File: src/rtl/wb_result_serializer.sv
// Writeback result serializer: queues 16-bit writeback results in a small FIFO
// and drains each word as two bytes (low then high) over a valid/ready byte bus.
module wb_result_serializer #(
  parameter int unsigned WIDTH = 16,
  parameter int unsigned DEPTH = 4,
  parameter int unsigned PTR_W = 2
) (
  input  logic             clk,
  input  logic             rst,
  input  logic             in_valid,
  input  logic [WIDTH-1:0] in_data,
  output logic [7:0]       out_byte,
  output logic             out_valid,
  input  logic             out_ready,
  output logic             out_last,
  output logic [PTR_W:0]   fifo_count,
  output logic             overflow
);

  localparam int unsigned BYTE_W   = 8;
  localparam logic [PTR_W:0] FULL_CNT = (PTR_W+1)'(DEPTH);

  localparam logic [1:0] ST_IDLE    = 2'd0;
  localparam logic [1:0] ST_SEND_LO = 2'd1;
  localparam logic [1:0] ST_SEND_HI = 2'd2;

  logic [1:0]        state_q, state_d;
  logic [WIDTH-1:0]  hold_q, hold_d;
  logic [PTR_W-1:0]  wr_ptr_q, wr_ptr_d;
  logic [PTR_W-1:0]  rd_ptr_q, rd_ptr_d;
  logic [PTR_W:0]    count_q, count_d;
  logic              ovf_q, ovf_d;
  logic [BYTE_W-1:0] byte_q, byte_d;
  logic              valid_q, valid_d;
  logic              last_q, last_d;
  logic [WIDTH-1:0]  mem_q [DEPTH];

  logic xfer_c;
  logic empty_c;
  logic full_c;
  logic pop_c;
  logic push_c;
  logic drop_c;

  assign xfer_c  = valid_q & out_ready;
  assign empty_c = (count_q == '0);
  assign full_c  = (count_q == FULL_CNT);

  // FSM next state: pops load the FIFO head into the holding register
  always_comb begin
    state_d = state_q;
    hold_d  = hold_q;
    pop_c   = 1'b0;
    case (state_q)
      ST_IDLE: begin
        if (!empty_c) begin
          pop_c   = 1'b1;
          hold_d  = mem_q[rd_ptr_q];
          state_d = ST_SEND_LO;
        end
      end
      ST_SEND_LO: begin
        if (xfer_c) begin
          state_d = ST_SEND_HI;
        end
      end
      ST_SEND_HI: begin
        if (xfer_c) begin
          if (!empty_c) begin
            pop_c   = 1'b1;
            hold_d  = mem_q[rd_ptr_q];
            state_d = ST_SEND_LO;
          end else begin
            state_d = ST_IDLE;
          end
        end
      end
      default: begin
        state_d = ST_IDLE;
      end
    endcase
  end

  // Output bus is a pure function of next state and next holding word
  always_comb begin
    byte_d  = '0;
    valid_d = 1'b0;
    last_d  = 1'b0;
    case (state_d)
      ST_SEND_LO: begin
        byte_d  = hold_d[BYTE_W-1:0];
        valid_d = 1'b1;
      end
      ST_SEND_HI: begin
        byte_d  = hold_d[2*BYTE_W-1:BYTE_W];
        valid_d = 1'b1;
        last_d  = 1'b1;
      end
      default: begin
        byte_d  = '0;
      end
    endcase
  end

  // FIFO bookkeeping; a pop in the same cycle frees the slot for a push when full
  always_comb begin
    push_c   = in_valid & (~full_c | pop_c);
    drop_c   = in_valid & full_c & ~pop_c;
    wr_ptr_d = wr_ptr_q;
    rd_ptr_d = rd_ptr_q;
    count_d  = count_q;
    ovf_d    = ovf_q | drop_c;
    if (push_c) begin
      wr_ptr_d = wr_ptr_q + PTR_W'(1);
    end
    if (pop_c) begin
      rd_ptr_d = rd_ptr_q + PTR_W'(1);
    end
    case ({push_c, pop_c})
      2'b10:   count_d = count_q + (PTR_W+1)'(1);
      2'b01:   count_d = count_q - (PTR_W+1)'(1);
      default: count_d = count_q;
    endcase
  end

  always_ff @(posedge clk) begin
    if (rst) begin
      state_q  <= ST_IDLE;
      hold_q   <= '0;
      wr_ptr_q <= '0;
      rd_ptr_q <= '0;
      count_q  <= '0;
      ovf_q    <= 1'b0;
      byte_q   <= '0;
      valid_q  <= 1'b0;
      last_q   <= 1'b0;
    end else begin
      state_q  <= state_d;
      hold_q   <= hold_d;
      wr_ptr_q <= wr_ptr_d;
      rd_ptr_q <= rd_ptr_d;
      count_q  <= count_d;
      ovf_q    <= ovf_d;
      byte_q   <= byte_d;
      valid_q  <= valid_d;
      last_q   <= last_d;
    end
  end

  // Storage array carries no reset; entries are only read after being written
  always_ff @(posedge clk) begin
    if (!rst && push_c) begin
      mem_q[wr_ptr_q] <= in_data;
    end
  end

  assign out_byte   = byte_q;
  assign out_valid  = valid_q;
  assign out_last   = last_q;
  assign fifo_count = count_q;
  assign overflow   = ovf_q;

endmodule
File: config.mk
export PLATFORM = sky130hd
export DESIGN_NAME = wb_result_serializer
export DESIGN_NICKNAME = d
export VERILOG_FILES = /design/src/rtl/wb_result_serializer.sv
export SDC_FILE = /design/constraint.sdc
export NUM_CORES = 1
export LEC_CHECK = 0
export ABC_AREA = 1
export CORE_UTILIZATION = 30
export DETAILED_ROUTE_END_ITERATION = 7
export SLEW_MARGIN = 10
export SYNTH_ARGS = -nofsm -noshare
export SYNTH_HDL_FRONTEND = slang
export SYNTH_SLANG_ARGS = --single-unit
File: constraint.sdc
create_clock -name clk -period 3.5 [get_ports clk]
set_clock_uncertainty 0.1 [all_clocks]
set_input_delay 0.7 -clock clk [delete_from_list [all_inputs] [get_ports clk]]
set_output_delay 0.7 -clock clk [all_outputs]
set_load 0.02 [all_outputs]
==> flow_summary.yaml <==
synthesis:
  synth.area.top_cells: "edfxtp_1, dfxtp_1, nor2_1"
  synth.area.mux_share_pct: 0
  synth_compound_area_share_pct: 6.67
  synth-seq-cells: 102
  synth_area_um2: 4140
  syn_area_per_cell_um2: 10.3
  yosysWarnings: 0
  yosys.area.top_type: "edfxtp_1"
  synth_top_family_by_area: "simple AND/OR/NAND/NOR gates"
  synth_top_area_share_pct: 46.4
  synth-simple-area-share_pct: 18.9
  synth_adder_area_share_pct: 2.30
  synth-xor-area-share_pct: 0
  synthCells: 403
  yosysSeqAreaShare_pct: 64.8
  synth.distinct_cells: 26
  syn_nets: 430
drt:
  drt_pass1_iterations: 4
  drc: 0
  vias: 2665
  ant_nets: 0
  viasPerCell: 4.32
  wl_per_cell_um: 12.7
  routed_wl_mm: 7.83
  drt_iter0_drc: 147
die:
  start_util_pct: 31.0
  io_pins: 34
  coreArea_um2: 13300
  die_h_um: 120
  die_w_um: 120
  rows: 42
  dieArea_um2: 14300
worst_setup_path:
  critPathArrivalTime_ns: 2.52
  critPathKind: "primary input to flip-flop"
  endpoint_kind: "flip-flop"
  crit_top_cell: "inv_1"
  path_max_fanout: 18
  crit_chain: "clkdlybuf4s50_1 -> nand2_2 -> nand2_4 -> nand3_4 -> nand2_1 -> inv_1 -> ha_1 -> nor2_1 -> inv_1 -> a21oi_1"
  crit_path_start_kind: "primary input"
  worstPathRequired_ns: 3.66
  cp_slowest_cell: "clkdlybuf4s50_1"
  critPathMaxStageDelay_ns: 0.49
layout:
  layout.nets: 463
  drive_gt1_share_pct: 7.48
  register_area_um2: 2680
  fillers: 1326
  final_cells: 617
  antenna_cells: 0
  final_cell_mix: "nor2_1, edfxtp_1, nand2_1"
  utilization_pct: 36.7
  final_common_cell: "nor2_1"
  multi_input_area_um2: 1150
  area_delta_synth_final_pct: 18.2
power:
  powerDensity_nw_per_um2: 827
  vdd_ir_drop_max_uv: 358
  power.leakage_nw: 1.85
  total_power_mw: 4.05
clocking:
  cts_hold_buf: 0
  clk_latency_ns: 0.34
  cts-resized-gates: 0
  clkTransAtPathRegs_ns: 0.07
  htree_levels: 3
  postCtsSetupBuffers: 0
  cts_root_buf: "clkbuf_16"
  cts_tree: "built"
  numCtsBuffers: 9
  clock_path_buffers: 2
  clock_sinks: 102
global_route:
  grt_pass1_vias: 2596
  grt_max_degree: 33
  grt_overflow: 0
  antenna_found_initial: 0
  gr-usage-all-layers_pct: 12.2
  grt_pass1_wl_mm: 13.1
sta:
  worstMarginPinSlew_ns: 0.803
  slew_headroom_pct: 46.4
  rsz0062_at_grt: "false"
  fin_crit_ns: 2.36
  drv_slew: 0
  hold_viol: 0
  fin_setup_tns_ns: 0
  period_share_pct: 67.4
  fmax_mhz: 424
  setup_viol: 0
place:
  placed_cells: 601
  dpl.hpwl_mm: 5.32
  place.gp.congestion: 0.783
  io_buffers: 33
flow_run:
  max-cap-violations: 0
outcome:
  status: "finished, final reports clean"
min_path:
  hold_class: "flip-flop to flip-flop"
## power by group
part	switching [mW]	total, mW	leakage (nW)	internal [mW]
registers	0.123	1.61	0.894	1.48
logic	0.956	1.45	0.809	0.493
clock network	0.425	0.990	0.143	0.565
## through the flow
stage	hold slack [ns]	setup slack, ns	cell area (um^2)
2_1_floorplan	0.342	1.09	4140
6_report	0.373	1.14	4890
4_1_cts	0.379	1.12	4890
3_3_place_gp	0.354	0.886	4600
5_1_grt	0.404	0.949	4890
3_5_place_dp	0.358	0.775	4600
## cells in the mapped netlist, drive strengths merged
library cell	n
a21oi	15
nand2	46
dfxtp	38
nor3	1
buf	13
nor2	96
edfxtp	64
o21a	1
nand3	38
ha	6
fa	1
clkbuf	4
o21ai	38
inv	42
## routing by layer
layer / track usage [%] / wire (um) / vias to the layer above / part of all wire [%]
met5: 0 / 0 / - / 0
met4: 4.22 / 113 / 0 / 1.4
met3: 3.52 / 431 / 9 / 5.5
met2: 19.1 / 3480 / 56 / 44
met1: 16.0 / 3810 / 1216 / 49
li1: - / - / 1384 / -
## area by class of cell
| class | count | share of cell area [%] |
|---|---|---|
| sequential | 102 | 54.8 |
| clock inverter | 5 | 1.35 |
| tap | 176 | 4.50 |
| clock buffer | 11 | 4.75 |
| inverter | 42 | 3.32 |
| multi-input combinational | 242 | 23.6 |
| timing repair buffer | 39 | 7.67 |
## path summary, 6_finish.rpt
path         slack (ns)      start  cells past startpoint          end
max                1.14  out_ready                     10  out_byte[7]
min                0.37   overflow                      1     overflow
max reg2reg        1.57  flip-flop                      6  out_byte[4]
min reg2reg        0.37   overflow                      1     overflow
## critical path, delay by kind of cell
kind,cells,cell delay [ns]
buf+inv,3,0.70
simple gates,5,0.67
fa+ha+maj,1,0.29
compound gates,1,0.16
## kinds of logic after synthesis
group | Yosys count
and+or+nand+nor | 181
AOI/OAI and AO/OA | 54
buffers and inverters | 59
adders and majority gates | 7
DFF | 102
## sequential cells by signal (all words and copies together), names as in the netlist, named ones only
name	flops
mem_q	64
hold_q	16
out_byte	8
fifo_count	3
rd_ptr_q	2
state_q	2
wr_ptr_q	2
out_last	1
out_valid	1
overflow	1
No activity file was read; power rests on OpenSTA's default activity.
